--- src/rtl/sliding_ones_counter_if.sv ---
// Bus bundle for sliding_ones_counter: sample stream and flush in, registered count/fill/alarm out.
// Handshake: a bit is accepted on every rising edge where data_valid=1; there is no ready, the counter always accepts.
interface sliding_ones_counter_if #(
    parameter int WINDOW = 10
) ();
    localparam int CW = $clog2(WINDOW + 1);

    logic          data_valid;
    logic          data_in;
    logic          clear;
    logic [CW-1:0] ones_count;
    logic [CW-1:0] fill_level;
    logic          window_full;
    logic          alarm;
    logic          alarm_state;

    modport master (
        output data_valid, data_in, clear,
        input  ones_count, fill_level, window_full, alarm, alarm_state
    );

    modport slave (
        input  data_valid, data_in, clear,
        output ones_count, fill_level, window_full, alarm, alarm_state
    );
endinterface

--- src/rtl/sliding_ones_counter.sv ---
// Counts '1' bits among the last WINDOW accepted samples, with fill tracking and flush.
// Define SLIDING_ONES_ALARM_EN to build the IDLE/ALARM hysteresis density flag.
module sliding_ones_counter #(
    parameter int WINDOW    = 10,
    parameter int THRESH_HI = 7,
    parameter int THRESH_LO = 3
) (
    input logic                  clk,
    input logic                  reset,
    sliding_ones_counter_if.slave bus
);
    localparam int CW = $clog2(WINDOW + 1);

    if (WINDOW < 1 || WINDOW > 1024 || THRESH_LO >= THRESH_HI || THRESH_HI > WINDOW) begin : g_bad_params
        $error("sliding_ones_counter: illegal WINDOW/THRESH_HI/THRESH_LO combination");
    end

    logic [WINDOW-1:0] window_q;
    logic [WINDOW-1:0] window_next;
    logic [CW-1:0]     count_q;
    logic [CW-1:0]     count_next;
    logic [CW-1:0]     fill_q;
    logic              full_q;
    logic              oldest;
    logic              flush;

    if (WINDOW == 1) begin : g_w1
        assign window_next = bus.data_in;
    end else begin : g_wn
        assign window_next = {window_q[WINDOW-2:0], bus.data_in};
    end

    // Until the window has filled, the bit at the top of the register is stale reset padding.
    assign oldest     = full_q & window_q[WINDOW-1];
    assign count_next = count_q + CW'(bus.data_in) - CW'(oldest);
    assign flush      = reset | bus.clear;

    always_ff @(posedge clk) begin
        if (flush) begin
            window_q <= '0;
            count_q  <= '0;
            fill_q   <= '0;
            full_q   <= 1'b0;
        end else if (bus.data_valid) begin
            window_q <= window_next;
            count_q  <= count_next;
            if (!full_q) begin
                fill_q <= fill_q + CW'(1);
            end
            full_q <= full_q | (fill_q == CW'(WINDOW - 1));
        end
    end

    assign bus.ones_count  = count_q;
    assign bus.fill_level  = fill_q;
    assign bus.window_full = full_q;

`ifdef SLIDING_ONES_ALARM_EN
    typedef enum logic {
        S_IDLE  = 1'b0,
        S_ALARM = 1'b1
    } alarm_state_t;

    alarm_state_t state_q;
    alarm_state_t state_d;

    always_ff @(posedge clk) begin
        if (flush) begin
            state_q <= S_IDLE;
        end else begin
            state_q <= state_d;
        end
    end

    // Thresholds are judged against the count that will be registered on this edge.
    always_comb begin
        state_d = state_q;
        if (bus.data_valid) begin
            case (state_q)
                S_IDLE:  if (count_next >= CW'(THRESH_HI)) state_d = S_ALARM;
                S_ALARM: if (count_next <= CW'(THRESH_LO)) state_d = S_IDLE;
                default: state_d = S_IDLE;
            endcase
        end
    end

    assign bus.alarm       = (state_q == S_ALARM);
    assign bus.alarm_state = state_q;
`else
    assign bus.alarm       = 1'b0;
    assign bus.alarm_state = 1'b0;
`endif

endmodule
--- src/flat_wrapper.sv ---
// flat-port wrapper written by rule: the top's interface ports become plain ports
module sliding_ones_counter_flat 
#(
    parameter int WINDOW    = 10,
    parameter int THRESH_HI = 7,
    parameter int THRESH_LO = 3
)
  (clk, reset, bus_data_valid, bus_data_in, bus_clear, bus_ones_count, bus_fill_level, bus_window_full, bus_alarm, bus_alarm_state);
  sliding_ones_counter_if #(.WINDOW(WINDOW)) bus_i ();
  input logic clk;
  input logic reset;
  input wire logic [$bits(bus_i.data_valid)-1:0] bus_data_valid;
  input wire logic [$bits(bus_i.data_in)-1:0] bus_data_in;
  input wire logic [$bits(bus_i.clear)-1:0] bus_clear;
  output wire logic [$bits(bus_i.ones_count)-1:0] bus_ones_count;
  output wire logic [$bits(bus_i.fill_level)-1:0] bus_fill_level;
  output wire logic [$bits(bus_i.window_full)-1:0] bus_window_full;
  output wire logic [$bits(bus_i.alarm)-1:0] bus_alarm;
  output wire logic [$bits(bus_i.alarm_state)-1:0] bus_alarm_state;
  assign bus_i.data_valid = bus_data_valid;
  assign bus_i.data_in = bus_data_in;
  assign bus_i.clear = bus_clear;
  assign bus_ones_count = bus_i.ones_count;
  assign bus_fill_level = bus_i.fill_level;
  assign bus_window_full = bus_i.window_full;
  assign bus_alarm = bus_i.alarm;
  assign bus_alarm_state = bus_i.alarm_state;
  sliding_ones_counter #(.WINDOW(WINDOW), .THRESH_HI(THRESH_HI), .THRESH_LO(THRESH_LO)) u_core (.clk(clk), .reset(reset), .bus(bus_i));
endmodule
--- config.mk ---
export PLATFORM = sky130hd
export DESIGN_NAME = sliding_ones_counter_flat
export DESIGN_NICKNAME = d
export VERILOG_FILES = /design/src/rtl/sliding_ones_counter_if.sv /design/src/rtl/sliding_ones_counter.sv /design/src/flat_wrapper.sv
export SDC_FILE = /design/constraint.sdc
export NUM_CORES = 1
export LEC_CHECK = 0
export ABC_AREA = 1
export CORE_AREA = 3 3 47 49
export DETAILED_ROUTE_END_ITERATION = 8
export DIE_AREA = 0 0 50 52
export PLACE_DENSITY_LB_ADDON = 0.2
export SYNTH_ARGS = -nofsm -noshare
export SYNTH_HDL_FRONTEND = slang
export SYNTH_SLANG_ARGS = --single-unit
--- constraint.sdc ---
create_clock -name clk -period 2.5 [get_ports clk]
set_clock_uncertainty 0.1 [all_clocks]
set_input_delay 0.625 -clock clk [delete_from_list [all_inputs] [get_ports clk]]
set_output_delay 0.625 -clock clk [all_outputs]
set_load 0.01 [all_outputs]
==> results.yml, run 1 <==
outcome:
  outcome: "finished, final reports clean"
yosys:
  synthArstFlopShare_pct: 0
  syn_area_per_cell_sq_um: 7.55
  syn_area_sq_um: 898
  synth-edff-count: 0
  yosysUniqueCellTypes: 21
  synthFlopType: "dfxtp_1"
  yosysWarnings: 0
  ys_seq_area_share_pct: 42.3
  synth-seq-cells: 19
  synth_cells: 119
route:
  drt_wl_total_mm: 1.54
  via_per_inst: 4.67
  vias: 742
  drcViolationCount: 0
  drt_iter0_drc: 9
  ant_nets: 0
  dr.pass1.iters: 4
  wl_per_cell_um: 9.67
cts:
  clk_latency_ps: 290
  holdBufCountCts: 0
  numCtsBuffers: 3
  cts_sinks: 19
  ctsRootBufferMaster: "clkbuf_4"
  h-tree-depth: 1
  cts.clk_slew.worst_paths_ps: 110
  cts_tree: "yes"
  cts_buffer_depth: 2
  post_cts_buffers: 0
  cts_resized: 0
floorplan:
  coreArea_sq_um: 1900
  io_pins: 16
  die_h_um: 52
  dieArea_sq_um: 2600
  start_util_pct: 47.2
  dieWidth_um: 50
  num_rows: 16
sta:
  setup_viol: 0
  slew_viol_final: 0
  hold_viol: 0
  post-route-period-util_pct: 81.4
  finalCriticalPeriod_ps: 2030
  setup_slack_ps: 466
  whs_ps: 366
  fin_tns_setup_ps: 0
  rsz0062_at_grt: "no"
  timing.fmax_mhz: 492
setup_path:
  path_buf_inv: 1
  max_stage_delay_ps: 570
  crit_chain: "clkdlybuf4s50_1"
  critPathTopFamily: "buffers and inverters"
  crit_path_end_kind: "output pin"
  startpoint_type: "register"
  crit_type: "reg -> out"
  cpMaxStageDelayCell: "clkdlybuf4s50_1"
  crit_arrival_ps: 1310
  crit_fanout: 4
  worstPathRequired_ps: 1770
placed_design:
  dp_slack_ps: 271
  numPortBuffers: 13
  gp_congestion: 0.785
  dpl_cell_area_sq_um: 1030
  hpwlAfterDp_mm: 1.12
final_layout:
  finalNetCount: 145
  n_antenna_cell: 0
  area_delta_synth_final_pct: 18.0
  design_area_sq_um: 1060
  final_cell_mix: "nand2_1, dfxtp_1, a21oi_1"
  final_common_cell: "nand2_1"
  num-fill-cells: 191
  drive_gt1_share_pct: 8.33
min_path:
  min_path_type: "reg -> reg"
grt:
  grt_util_all_layers_pct: 13.7
  grt_overflow_total: 0
  grt_max_degree: 19
  grt_pass1_wl_mm: 2.68
  antenna_found_initial: 0
  grt_pass1_vias: 641
power_and_ir_drop:
  p_sw_w: 0.000131
  comb_power_share_pct: 11.1
  p_seq_share_pct: 59.6
  p_total_w: 0.000524
  p_int_w: 0.000393
  power_density_nw_per_um2: 494
  vdd_ir_drop_max_v: 0.000272
  power_frac_clock_pct: 29.3
  netSwitchingFraction_pct: 25.0
  p_leak_nw: 0.417
job:
  maxCapViolCount: 0
==> cell usage after synthesis, types with 2 or more instances <==
master   count  area share (%)
nand2_1     35              15
buf_2        3             1.7
buf_4        2             1.7
dfxtp_1     19              42
nor2_1       5             2.1
a21oi_1     17             9.5
inv_2        2            0.84
nand3_1      3             1.7
ha_1         6             8.4
inv_1       13             5.4
o21ai_0      4             2.2
==> stage by stage <==
step,utilization (%),instances
5_1_grt,55.7,159
3_3_place_gp,54.3,155
6_report,55.7,159
2_1_floorplan,-,120
3_5_place_dp,54.3,155
4_1_cts,55.7,159
==> worst paths after layout <==
kind | startpoint | slack, ps | depth (start not counted) | endpoint
max | u_core.bus.window_full | 470 | 1 | bus_window_full
min | u_core.window_q[7] | 370 | 2 | u_core.window_q[8]
max reg2reg | u_core.bus.window_full | 600 | 9 | u_core.bus.ones_count[2]
min reg2reg | u_core.window_q[7] | 370 | 2 | u_core.window_q[8]
==> state kept, by name, summed over array words and instances (netlist names) <==
name / cells
u_core.bus.fill_level: 4
u_core.bus.ones_count: 4
u_core.window_q: 10
u_core.bus.window_full: 1
==> power groups by stage <==
stage	clock network (W)	registers, W	logic (W)
after CTS	0.000162	0.000312	0.0000591
final	0.000153	0.000312	0.0000584
after floorplan	0	0.000320	0.0000387
after global placement	0	0.000319	0.0000578
after detailed placement	0	0.000319	0.0000588
after global routing	0.000175	0.000313	0.0000660
==> cell type report <==
| cell class | count | area, sq um | share of cell area, % |
|---|---|---|---|
| inverter | 15 | 56.3 | 5.31 |
| timing repair buffer | 14 | 138 | 13.0 |
| clock inverter | 1 | 5.00 | 0.472 |
| tap | 27 | 33.8 | 3.19 |
| sequential | 19 | 380 | 35.9 |
| multi-input combinational | 80 | 424 | 40.0 |
| clock buffer | 3 | 22.5 | 2.13 |
==> cells by family after synthesis <==
family	count (synthesis)	share of synthesized area, %
buffers and inverters	21	10.9
adders and majority gates	7	10.6
other	1	0.417
DFF	19	42.3
and+or+nand+nor	49	23.1
AOI/OAI and AO/OA	21	11.7
xor gates and xnor gates	1	0.975
==> routing by layer <==
metal	GRT usage [%]	wire [um]	up-vias
li1	-	-	392
met4	8.29	18	0
met2	20.4	663	17
met3	3.72	65	4
met5	0	0	-
met1	17.5	789	329
Note: power is estimated with default switching activity, not from simulation.
==> inputs of run 2 (changes only) <==
==> constraint.sdc (replaced) <==
create_clock -name clk -period 2 [get_ports clk]
set_clock_uncertainty 0.1 [all_clocks]
set_input_delay 0.5 -clock clk [delete_from_list [all_inputs] [get_ports clk]]
set_output_delay 0.5 -clock clk [all_outputs]
set_load 0.01 [all_outputs]
==> run 2 against run 1 <==
Effect of this change:
- first-iteration DRC count rose by 22%
- sequential share of layout area fell by 0.75 points
- final area is 2.1% higher
- clock-buffer cell count is the same
- wire length rose by 7.0%
- non-clock buffer count increased by 3
- utilization increased by 1.2 points
- clock power grew 29%
- sequential cell count unchanged
- die area unchanged
- critical path type unchanged
- largest power group unchanged
==> results.yml, run 2 (same netlist as run 1, synthesis figures left out) <==
placed_design:
  numPortBuffers: 13
  dp.cells: 158
  hpwlAfterDp_mm: 1.21
  dp_slack_ps: -104
  gp_congestion: 0.759
final_layout:
  final_common_cell: "nand2_1"
  finalNetCount: 148
  n_antenna_cell: 0
  final_cell_mix: "nand2_1, dfxtp_1, a21oi_1"
  largest_register_ffs: 10
  finalNonFillerCells: 162
  top_register: "u_core.window_q"
  num-fill-cells: 196
  area_delta_synth_final_pct: 20.5
  drive_gt1_share_pct: 10.4
  ff_latch_area_sq_um: 380
  multi_input_area_sq_um: 424
cts:
  numCtsBuffers: 3
  cts.clk_slew.worst_paths_ps: 110
  h-tree-depth: 1
  post_cts_buffers: 0
  cts_buffer_depth: 2
  clk_latency_ps: 300
  cts_tree: "yes"
  cts_resized: 0
  ctsRootBufferMaster: "clkbuf_4"
  holdBufCountCts: 0
  cts_sinks: 19
setup_path:
  critPathTopFamily: "buffers and inverters"
  crit_type: "reg -> out"
  startpoint_type: "register"
  crit_chain: "buf_4 -> clkdlybuf4s50_1"
  reg2reg_slack_ps: 190
  path_buf_inv: 2
  crit_path_end_kind: "output pin"
  r2r-end: "u_core.bus.ones_count[2]"
  rr_startpoint: "u_core.bus.window_full"
  cpMaxStageDelayCell: "clkdlybuf4s50_1"
  crit_fanout: 3
  worstPathRequired_ps: 1400
  worstRegToRegCells: 9
  crit_arrival_ps: 1310
  max_stage_delay_ps: 530
sta:
  post-route-period-util_pct: 95.4
  timing.fmax_mhz: 524
  finalCriticalPeriod_ps: 1910
  slew_viol_final: 0
  hold_viol: 0
  setup_viol: 0
  rsz0062_at_grt: "no"
  setup_slack_ps: 92.3
route:
  wl_per_cell_um: 10.1
  via_per_inst: 4.73
  dr.pass1.iters: 4
  drt_wl_total_mm: 1.64
  drt_iter0_drc: 11
  drcViolationCount: 0
  vias: 766
  ant_nets: 0
grt:
  grt_overflow_total: 0
  grt_max_degree: 13
  grt_pass1_wl_mm: 3.02
  grt_pass1_vias: 737
  grt_util_all_layers_pct: 15.4
  antenna_found_initial: 0
power_and_ir_drop:
  vdd_ir_drop_max_v: 0.000378
  p_leak_nw: 0.432
  power_density_nw_per_um2: 614
floorplan:
  coreArea_sq_um: 1900
  dieArea_sq_um: 2600
  dieWidth_um: 50
  io_pins: 16
  die_h_um: 52
  start_util_pct: 47.2
  num_rows: 16
outcome:
  outcome: "finished, final reports clean"
min_path:
  min_from: "u_core.window_q[4]"
  holdPathStages: 2
  min_path_type: "reg -> reg"
  holdPathEnd: "u_core.window_q[4]"
job:
  maxCapViolCount: 0
[run 2: power breakdown]
group,internal [W],switching [W]
sequential,0.000384,0.00000566
clock,0.0000745,0.000123
combinational,0.0000346,0.0000420
total,0.000494,0.000171
[run 2: cell type report]
type	count	share of cell area, %
repair buffers	17	14.8
inverters	15	5.20
flip-flops and latches	19	35.1
clock inverters	1	0.462
multi-input cells	80	39.2
clock buffers	3	2.08
well taps	27	3.12
[run 2: how the worst max path moves through the flow]
stage                                   from                       end  slack (ps)  cells past startpoint
floorplan             u_core.bus.window_full  u_core.bus.ones_count[2]         160                      9
global placement                 bus_data_in  u_core.bus.ones_count[2]         -80                      6
detailed placement               bus_data_in  u_core.bus.ones_count[2]        -100                      6
CTS                 u_core.bus.fill_level[0]         bus_fill_level[0]          70                      1
global route          u_core.bus.window_full           bus_window_full          30                      2
finish                u_core.bus.window_full           bus_window_full          90                      2
[run 2: worst reg2reg max path, stage by stage, from the launching register on]
cell and delay, ps:
dfxtp_1 330, nand2_1 60, inv_1 40, ha_1 260, inv_1 40, ha_1 190, fa_1 380, xor2_1 150
o21ai_0 130, inv_1 50
[run 2: metal layers]
layer  vias up  wire [um]  track usage [%]  share of wire (%)
met1       353        801             18.9                 49
li1        398          -                -                  -
met5         -          0                0                  0
met4         0          8             8.29               0.49
met3         2         68             2.87                4.1
met2        13        766             25.2                 47
[run 2: per-stage QoR]
| step | area [sq um] | utilization [%] | hold slack (ps) | power (W) | TNS, ps |
|---|---|---|---|---|---|
| 6_report | 1080 | 56.9 | 369 | 0.000664 | 0 |
| 5_1_grt | 1080 | 56.9 | 389 | 0.000695 | 0 |
| 4_1_cts | 1080 | 56.9 | 372 | 0.000674 | 0 |
| 3_5_place_dp | 1050 | 55.5 | 356 | 0.000475 | -135 |
| 3_3_place_gp | 1050 | 55.5 | 347 | 0.000473 | -88.0 |
| 2_1_floorplan | 902 | - | 334 | 0.000449 | 0 |
